--- config.mk ---
export PLATFORM = sky130hd
export DESIGN_NAME = decode_queue_stage
export DESIGN_NICKNAME = d
export VERILOG_FILES = /design/src/rtl/decode_queue_stage.sv
export SDC_FILE = /design/constraint.sdc
export NUM_CORES = 1
export LEC_CHECK = 0
export BUFFER_PORTS_ARGS = -buffer_cell sky130_fd_sc_hd__clkbuf_2
export CAP_MARGIN = 20
export CORE_UTILIZATION = 63
export DETAILED_ROUTE_END_ITERATION = 8
export GPL_TIMING_DRIVEN = 0
export PLACE_DENSITY_LB_ADDON = 0.3
export SYNTH_ARGS = -nofsm -noshare
export SYNTH_HDL_FRONTEND = slang
export SYNTH_SLANG_ARGS = --single-unit
--- constraint.sdc ---
create_clock -name clk -period 4.3 [get_ports clk]
set_input_delay 0.645 -clock clk [delete_from_list [all_inputs] [get_ports clk]]
set_output_delay 0.645 -clock clk [all_outputs]
set_load 0.005 [all_outputs]
--- src/rtl/decode_queue_stage.sv ---
// ---------------------------------------------------------------------------
// decode_queue_stage
//
// RISC-V instruction decode stage with a DEPTH-entry queue of decoded
// instructions sitting between fetch and execute.  Every instruction
// accepted from fetch is decoded combinationally.  The decoded record is
// written into the queue, so a push at edge N shows up at the outputs right
// after edge N when the queue was empty.  The head entry is offered
// downstream over a valid/ready handshake.
//
// Parameters
//   DEPTH : queue entries (power of two, >= 2)
//   XLEN  : immediate width (32 or 64)
//   PC_W  : program-counter width
//   RV64  : 1 = OP-32 / OP-IMM-32 opcodes legal, 0 = illegal
//   CNT_W : width of the saturating illegal-instruction counter
//
// Ports
//   clk, rstn          : clock, synchronous active-low reset
//   flush              : drop every queued entry (wins over push and pop)
//   in_valid/in_ready  : fetch handshake; in_ready = (count != DEPTH)
//   in_inst, in_pc     : raw instruction and its PC
//   out_valid/out_ready: execute handshake; out_valid = (count != 0)
//   out_*              : decoded fields of the head entry (all 0 when empty)
//   illegal_cnt        : saturating number of illegal instructions pushed
//   count              : queue occupancy
// ---------------------------------------------------------------------------
module decode_queue_stage #(
    parameter int DEPTH = 4,
    parameter int XLEN  = 64,
    parameter int PC_W  = 64,
    parameter int RV64  = 1,
    parameter int CNT_W = 16
) (
    input  logic                     clk,
    input  logic                     rstn,
    input  logic                     flush,
    input  logic                     in_valid,
    output logic                     in_ready,
    input  logic [31:0]              in_inst,
    input  logic [PC_W-1:0]          in_pc,
    output logic                     out_valid,
    input  logic                     out_ready,
    output logic [PC_W-1:0]          out_pc,
    output logic [31:0]              out_inst,
    output logic [3:0]               out_class,
    output logic [4:0]               out_rd,
    output logic [4:0]               out_rs1,
    output logic [4:0]               out_rs2,
    output logic [2:0]               out_funct3,
    output logic [XLEN-1:0]          out_imm,
    output logic                     out_we_reg,
    output logic                     out_use_rs1,
    output logic                     out_use_rs2,
    output logic                     out_word,
    output logic                     out_illegal,
    output logic                     out_ecall,
    output logic                     out_ebreak,
    output logic                     out_mret,
    output logic [CNT_W-1:0]         illegal_cnt,
    output logic [$clog2(DEPTH):0]   count
);

    localparam int AW = $clog2(DEPTH);
    localparam int CW = AW + 1;

    localparam logic [3:0] CLS_R     = 4'd0;
    localparam logic [3:0] CLS_I     = 4'd1;
    localparam logic [3:0] CLS_LOAD  = 4'd2;
    localparam logic [3:0] CLS_STORE = 4'd3;
    localparam logic [3:0] CLS_BR    = 4'd4;
    localparam logic [3:0] CLS_LUI   = 4'd5;
    localparam logic [3:0] CLS_AUIPC = 4'd6;
    localparam logic [3:0] CLS_JAL   = 4'd7;
    localparam logic [3:0] CLS_JALR  = 4'd8;
    localparam logic [3:0] CLS_SYS   = 4'd9;
    localparam logic [3:0] CLS_ILL   = 4'd15;

    // One decoded queue entry.
    typedef struct packed {
        logic [PC_W-1:0] pc;
        logic [31:0]     inst;
        logic [3:0]      cls;
        logic [4:0]      rd;
        logic [4:0]      rs1;
        logic [4:0]      rs2;
        logic [2:0]      funct3;
        logic [XLEN-1:0] imm;
        logic            we_reg;
        logic            use_rs1;
        logic            use_rs2;
        logic            word;
        logic            illegal;
        logic            ecall;
        logic            ebreak;
        logic            mret;
    } entry_t;

    // ------------------------------------------------------------------
    // State
    // ------------------------------------------------------------------
    entry_t           mem_q [DEPTH];
    entry_t           mem_d [DEPTH];
    logic [AW-1:0]    wr_ptr_q, wr_ptr_d;
    logic [AW-1:0]    rd_ptr_q, rd_ptr_d;
    logic [CW-1:0]    count_q, count_d;
    logic [CNT_W-1:0] illegal_cnt_q, illegal_cnt_d;

    logic push;
    logic pop;

    // ------------------------------------------------------------------
    // Decode of the incoming instruction
    // ------------------------------------------------------------------
    logic [4:0]      opcode;
    logic [2:0]      funct3;
    logic            is_ecall;
    logic            is_ebreak;
    logic            is_mret;
    logic [3:0]      dec_cls;
    logic            dec_word;
    logic            rd_used;
    logic            rs1_used;
    logic            rs2_used;
    logic [31:0]     imm32;
    logic [XLEN-1:0] dec_imm;
    entry_t          dec_entry;

    always_comb begin
        opcode    = in_inst[6:2];
        funct3    = in_inst[14:12];
        is_ecall  = (in_inst == 32'h0000_0073);
        is_ebreak = (in_inst == 32'h0010_0073);
        is_mret   = (in_inst == 32'h3020_0073);
        dec_cls   = CLS_ILL;
        dec_word  = 1'b0;
        // Compressed encodings (low bits != 11) are never legal here.
        if (in_inst[1:0] == 2'b11) begin
            case (opcode)
                5'b01100: dec_cls = CLS_R;
                5'b00100: dec_cls = CLS_I;
                5'b00000: dec_cls = CLS_LOAD;
                5'b01000: dec_cls = CLS_STORE;
                5'b11000: dec_cls = CLS_BR;
                5'b01101: dec_cls = CLS_LUI;
                5'b00101: dec_cls = CLS_AUIPC;
                5'b11011: dec_cls = CLS_JAL;
                5'b11001: dec_cls = CLS_JALR;
                5'b11100: dec_cls = CLS_SYS;
                5'b01110: begin
                    if (RV64 != 0) begin
                        dec_cls  = CLS_R;
                        dec_word = 1'b1;
                    end
                end
                5'b00110: begin
                    if (RV64 != 0) begin
                        dec_cls  = CLS_I;
                        dec_word = 1'b1;
                    end
                end
                default: dec_cls = CLS_ILL;
            endcase
        end
        // funct3=000 in SYSTEM space is only legal for the three exact
        // privileged encodings; CSR forms (funct3 != 0) pass unchecked.
        if (dec_cls == CLS_SYS && funct3 == 3'b000 && !(is_ecall || is_ebreak || is_mret)) begin
            dec_cls = CLS_ILL;
        end
    end

    always_comb begin
        rd_used  = 1'b0;
        rs1_used = 1'b0;
        rs2_used = 1'b0;
        imm32    = 32'd0;
        case (dec_cls)
            CLS_R: begin
                rd_used  = 1'b1;
                rs1_used = 1'b1;
                rs2_used = 1'b1;
            end
            CLS_I, CLS_LOAD, CLS_JALR: begin
                rd_used  = 1'b1;
                rs1_used = 1'b1;
                imm32    = {{20{in_inst[31]}}, in_inst[31:20]};
            end
            CLS_STORE: begin
                rs1_used = 1'b1;
                rs2_used = 1'b1;
                imm32    = {{20{in_inst[31]}}, in_inst[31:25], in_inst[11:7]};
            end
            CLS_BR: begin
                rs1_used = 1'b1;
                rs2_used = 1'b1;
                imm32    = {{19{in_inst[31]}}, in_inst[31], in_inst[7],
                            in_inst[30:25], in_inst[11:8], 1'b0};
            end
            CLS_LUI, CLS_AUIPC: begin
                rd_used = 1'b1;
                imm32   = {in_inst[31:12], 12'd0};
            end
            CLS_JAL: begin
                rd_used = 1'b1;
                imm32   = {{11{in_inst[31]}}, in_inst[31], in_inst[19:12],
                           in_inst[20], in_inst[30:21], 1'b0};
            end
            CLS_SYS: begin
                // CSR ops write rd; only the register-source CSR forms
                // (funct3 001..011) read rs1, the others carry a uimm there.
                rd_used  = (funct3 != 3'b000);
                rs1_used = (funct3 == 3'b001) || (funct3 == 3'b010) || (funct3 == 3'b011);
                imm32    = {{20{in_inst[31]}}, in_inst[31:20]};
            end
            default: begin
                rd_used  = 1'b0;
                rs1_used = 1'b0;
                rs2_used = 1'b0;
                imm32    = 32'd0;
            end
        endcase
        // Sign-extend to XLEN; works for XLEN == 32 as well.
        dec_imm       = {XLEN{imm32[31]}};
        dec_imm[31:0] = imm32;
    end

    always_comb begin
        dec_entry      = '0;
        dec_entry.pc   = in_pc;
        dec_entry.inst = in_inst;
        dec_entry.cls  = dec_cls;
        if (dec_cls == CLS_ILL) begin
            dec_entry.illegal = 1'b1;
        end else begin
            dec_entry.rd      = rd_used  ? in_inst[11:7]  : 5'd0;
            dec_entry.rs1     = rs1_used ? in_inst[19:15] : 5'd0;
            dec_entry.rs2     = rs2_used ? in_inst[24:20] : 5'd0;
            dec_entry.funct3  = funct3;
            dec_entry.imm     = dec_imm;
            dec_entry.we_reg  = rd_used && (in_inst[11:7] != 5'd0);
            dec_entry.use_rs1 = rs1_used;
            dec_entry.use_rs2 = rs2_used;
            dec_entry.word    = dec_word;
            dec_entry.ecall   = is_ecall;
            dec_entry.ebreak  = is_ebreak;
            dec_entry.mret    = is_mret;
        end
    end

    // ------------------------------------------------------------------
    // Queue control
    // ------------------------------------------------------------------
    assign in_ready  = (count_q != CW'(DEPTH));
    assign out_valid = (count_q != CW'(0));
    assign push      = in_valid && in_ready && !flush;
    assign pop       = out_valid && out_ready && !flush;

    always_comb begin
        for (int i = 0; i < DEPTH; i++) begin
            mem_d[i] = mem_q[i];
        end
        if (push) begin
            mem_d[wr_ptr_q] = dec_entry;
        end
    end

    always_comb begin
        wr_ptr_d      = wr_ptr_q;
        rd_ptr_d      = rd_ptr_q;
        count_d       = count_q;
        illegal_cnt_d = illegal_cnt_q;
        // Power-of-two depth: pointer wrap is plain overflow.
        if (push) begin
            wr_ptr_d = wr_ptr_q + AW'(1);
        end
        if (pop) begin
            rd_ptr_d = rd_ptr_q + AW'(1);
        end
        case ({push, pop})
            2'b10:   count_d = count_q + CW'(1);
            2'b01:   count_d = count_q - CW'(1);
            default: count_d = count_q;
        endcase
        if (flush) begin
            wr_ptr_d = '0;
            rd_ptr_d = '0;
            count_d  = '0;
        end
        if (push && dec_entry.illegal && (illegal_cnt_q != {CNT_W{1'b1}})) begin
            illegal_cnt_d = illegal_cnt_q + CNT_W'(1);
        end
    end

    always_ff @(posedge clk) begin
        if (!rstn) begin
            for (int i = 0; i < DEPTH; i++) begin
                mem_q[i] <= '0;
            end
            wr_ptr_q      <= '0;
            rd_ptr_q      <= '0;
            count_q       <= '0;
            illegal_cnt_q <= '0;
        end else begin
            for (int i = 0; i < DEPTH; i++) begin
                mem_q[i] <= mem_d[i];
            end
            wr_ptr_q      <= wr_ptr_d;
            rd_ptr_q      <= rd_ptr_d;
            count_q       <= count_d;
            illegal_cnt_q <= illegal_cnt_d;
        end
    end

    // ------------------------------------------------------------------
    // Head presentation: fields read 0 whenever the queue is empty, so a
    // flushed queue never exposes stale data.
    // ------------------------------------------------------------------
    entry_t head;

    always_comb begin
        head = '0;
        if (out_valid) begin
            head = mem_q[rd_ptr_q];
        end
    end

    assign out_pc      = head.pc;
    assign out_inst    = head.inst;
    assign out_class   = head.cls;
    assign out_rd      = head.rd;
    assign out_rs1     = head.rs1;
    assign out_rs2     = head.rs2;
    assign out_funct3  = head.funct3;
    assign out_imm     = head.imm;
    assign out_we_reg  = head.we_reg;
    assign out_use_rs1 = head.use_rs1;
    assign out_use_rs2 = head.use_rs2;
    assign out_word    = head.word;
    assign out_illegal = head.illegal;
    assign out_ecall   = head.ecall;
    assign out_ebreak  = head.ebreak;
    assign out_mret    = head.mret;
    assign illegal_cnt = illegal_cnt_q;
    assign count       = count_q;

endmodule

# After elaboration in Yosys (flattened, before gate mapping)
# Memory sizes are Yosys's and may differ from the RTL's. A register that Yosys moved wholly into a read port is not among the register bits.
# Cells that the tools add are included.
[word_totals]
inputBits = 101
out_inout_bits = 211
reg_bits = 23
ramBits = 760
memories = 1
[memory_table]
columns = ["name", "depth", "width", "rd", "rd_ports_with_merged_regs", "write_ports", "line_no", "source"]
rows = [
  ["mem_q", 4, 190, 5, 1, 4, "102", "entry_t mem_q [DEPTH];"],
]
[op_classes]
eq_ne = 33
n_lt_le_gt_ge = 2
mux = 29
reduce_logical = 32
add_sub_neg = 5
bitwise_logic = 6
[op_table]
columns = ["cell", "count"]
rows = [
  ["$mux W190", 6],
  ["$bwmux W760", 1],
  ["$mux W760", 1],
  ["$demux W190 S2", 1],
  ["$pmux W32 S5", 1],
  ["$mux W86", 1],
  ["$pmux W4 S10", 1],
  ["$eq A32 B21 Y1 const B", 1],
  ["$eq A32 B30 Y1 const B", 1],
  ["$eq A32 B7 Y1 const B", 1],
  ["$eq A5 B4 Y1 const B", 4],
  ["$eq A5 B5 Y1 const B", 4],
  ["$add A16 B1 Y16 const B", 1],
  ["$eq A4 B3 Y1 const B", 4],
  ["$eq A4 B4 Y1 const B", 4],
  ["$ne A16 B16 Y1 const B", 1],
  ["$eq A5 B3 Y1 const B", 3],
  ["$mux W5", 3],
  ["$logic_and A1 B1 Y1", 10],
  ["$reduce_or A2 Y1", 5],
  ["$eq A4 B2 Y1 const B", 2],
  ["$mux W4", 2],
  ["$reduce_or A7 Y1", 1],
  ["$eq A3 B2 Y1 const B", 2],
  ["other kinds (29)", 46],
]

# Logic depth before layout (Yosys ltp)
[depth]
ltp_word = 16
ltp_mapped = 9
depth_no_buf = 9

# Least setup slack after synthesis
# OpenSTA, ideal clock, no wires.
[synth_timing]
path_type = "register -> output"
from = "register (tool-made name)"
to = "output port out_imm[32]"
n_path_buf = 4
t_arrival_ps = 2280
required_time_ps = 3655
stages_incl_launch_ff = 7
setup_slack_ps = 1375
path_cell_list = "dfxtp_1 clkbuf_1 clkbuf_1 buf_1 mux4_2 and2_1 buf_4"
[synth_rtl]
columns = ["item", "line_no", "source"]
rows = [
  ["end, declared", "51", "output logic [XLEN-1:0] out_imm,"],
]

==> results.toml <==
[detailed_routing]
antenna_left = 0
drtPass1Iterations = 6
viasPerCell = 6.41
drt_iter0_markers = 3604
num_vias = 27700
route.final.wire_length_um = 97400
wl_per_cell_um = 22.5
route.detailed.drc = 0

[clock_tree]
clk_pin_slew_ns = 0.06
cts_buffers = 68
clock_path_buffers = 3
cts_tree = "done"
clkSinkCount = 657
clock-root-buffer = "clkbuf_16"
worstSkewPairLatency_ns = 0.61
cts_max_level = 3

[critical_path]
critPathCaptureType = "primary output"
worstPathMaxFanout = 10
r2r_start = "count[0]$_SDFFE_PP0P_"
reg2reg_to = "mem_q[0][8]$_SDFFE_PN0P_"
crit_end = "out_pc[52]"
r2r_cells = 7
start_kind = "flip-flop"
path_class = "flip-flop to primary output"
worst_ep_arrival_time_ns = 3.64
r2r_slack_ns = 0.67
worstPathRequired_ns = 3.65

[final_layout]
finalNetCount = 3782
regArea_um2 = 13200
n_fill_cell = 3261
drive_above_1_share_pct = 17.8
synthToLayoutAreaGrowth_pct = 16.0
stdcell_count = 4324
multi_input_area_um2 = 14100
stdcell_area_um2 = 33400

[global_route]
grt_max_degree = 34
grt-ovfl-total = 0
grt_pass1_vias = 26000
grt_antenna_before_repair = 9
grt_pass1_wl_um = 147000
grt_usage_pct = 40.6

[synth]
synth.top_cell.area_share_pct = 45.6
synth_area_leaders = "dfxtp_1, mux4_2, nand2_1"
synth_area_per_cell_um2 = 8.72
ys.flop_type = "dfxtp_1"
synthXorXnorAreaFrac_pct = 0.152
yosysMostFrequentCell = "nand2_1"
synthSimpleGateAreaFrac_pct = 19.8
synth_top_family_by_area = "simple AND/OR/NAND/NOR gates"
yosysWarnings = 0
netlist_instances = 3305
synth-compound-area-share_pct = 16.1
synth_nets = 3413
synth_seq_cells = 657
yosysTopAreaCell = "dfxtp_1"
synthArstFlopShare_pct = 0
synthMuxAreaShare_pct = 12.6
yosysSeqAreaShare_pct = 45.6
yosysUniqueCellTypes = 71
synthAdderAreaFrac_pct = 0.330
netlist_area_um2 = 28800
ys_top_cells_by_count = "nand2_1, dfxtp_1, a21oi_1"
synth_edf_count = 0

[pwr]
p_per_area_nw_per_um2 = 394
p_leak_uw = 0.0119
peakVddDrop_mv = 0.331

[floorplanning]
die_h_um = 216
start_util_pct = 64.5
die_w_um = 216
io_pins = 312
rows = 77
dieArea_um2 = 46600
core_area_um2 = 44700

[timing]
tightest_slew_ns = 1.16
relSlewSlack_pct = 22.6
report.final.slew_viol_count = 0
setup_viol = 0
fin_crit_sh_pct = 99.6
setup-tns-final_ns = 0
rsz0062_at_grt = "no"
min_period_ns = 4.28
finClkSkew_ns = 0.0154
hold_viol_final = 0
hold_ws_ns = 0.311
clock.fmax_ghz = 0.234

[placement]
dp.final_hpwl_um = 65700
port_buffers = 295
globalplace.congestion = 0.970
postPlaceCellArea_um2 = 31100
dpl.cell_count = 4194

[status]
status = "complete, no violations"

[job]
max-cap-violations = 0

[hold_path]
hp-class = "input port to flip-flop"
## how the worst min path moves through the flow
stage | from | end | slack [ns] | cells after the start
finish | in_pc[29] | mem_q[3][155]$_SDFFE_PN0P_ | 0.31 | 3
global route | in_pc[32] | mem_q[0][158]$_SDFFE_PN0P_ | 0.32 | 3
CTS | in_pc[29] | mem_q[3][155]$_SDFFE_PN0P_ | 0.30 | 3
detailed placement | mem_q[3][9]$_SDFFE_PN0P_ | mem_q[3][9]$_SDFFE_PN0P_ | 0.44 | 2
global placement | mem_q[1][126]$_SDFFE_PN0P_ | mem_q[1][126]$_SDFFE_PN0P_ | 0.44 | 2
floorplan | mem_q[3][9]$_SDFFE_PN0P_ | mem_q[3][9]$_SDFFE_PN0P_ | 0.43 | 2
## through the flow
step | power (uW) | setup slack (ns) | utilization, %
finish | 13200 | 0.0180 | 74.8
global route | 13400 | 0.00220 | 74.7
CTS | 13100 | 0.135 | 74.6
detailed placement | 7160 | -0.146 | 69.5
global placement | 7150 | -0.273 | 69.4
floorplan | 6810 | 1.37 | -
## registers in the layout, summed over array words and instances (netlist names), named ones only
register     flops
count            3
mem_q          632
rd_ptr_q         2
wr_ptr_q         2
illegal_cnt     16
## cells in the final DEF (no fill, tap or decap), types with 15 or more instances in the layout
cell type / Yosys / layout
clkbuf_1: 251 / 265
mux4_2: 158 / 158
a21oi_1: 485 / 485
o21ai_0: 106 / 106
nand2_1: 872 / 872
nand3_1: 117 / 117
buf_4: 36 / 36
clkbuf_16: 0 / 73
a31oi_1: 52 / 52
and2_1: 166 / 165
nor2_1: 66 / 66
nor3_1: 15 / 15
buf_1: 21 / 19
buf_2: 40 / 40
clkbuf_8: 0 / 20
clkbuf_2: 0 / 299
dfxtp_1: 657 / 657
o31ai_1: 95 / 95
## logic make-up after synthesis
group / after synthesis
buf+inv: 362
compound gates: 812
mux: 165
xor+xnor: 5
flops: 657
fa+ha+maj: 7
simple gates: 1297
## repair_timing
| item | 4_1_cts | 5_1_grt |
|---|---|---|
| gates resized for setup | 6 | 2 |
| endpoints found under the setup margin | 55 | 1 |
| hold buffers | 0 | 0 |
| buffers inserted | 0 | 0 |
## critical path: stages, from the launching register on
cell	delay (ns)
dfxtp_1	0.44
clkbuf_1	0.36
clkbuf_1	0.72
buf_1	0.78
mux4_2	0.47
and2_1	0.18
clkbuf_2	0.10
## metal layers
| metal | global-route usage (%) | vias up | wire length, um |
|---|---|---|---|
| met2 | 60.6 | 2041 | 43000 |
| met5 | 0 | - | 25 |
| met1 | 52.3 | 13100 | 35500 |
| met4 | 24.2 | 4 | 5870 |
| met3 | 11.9 | 420 | 13000 |
| li1 | - | 12200 | - |
## final cells by class
cell class | count | area share, %
Clock inverter | 8 | 0.356
Inverter | 12 | 0.135
Tap cell | 592 | 2.22
Buffer | 349 | 4.56
Timing Repair Buffer | 300 | 4.62
Multi-Input combinational cell | 2286 | 42.2
Sequential cell | 657 | 39.4
Antenna cell | 9 | 0.0674
Clock buffer | 111 | 6.49
## power breakdown
| group | leakage, uW | switching (uW) | internal (uW) |
|---|---|---|---|
| combinational | 0.00541 | 598 | 247 |
| sequential | 0.00531 | 48.9 | 6180 |
| clock | 0.00113 | 2480 | 3620 |
| total | 0.0119 | 3130 | 10000 |
(Power assumes the default switching activity.)
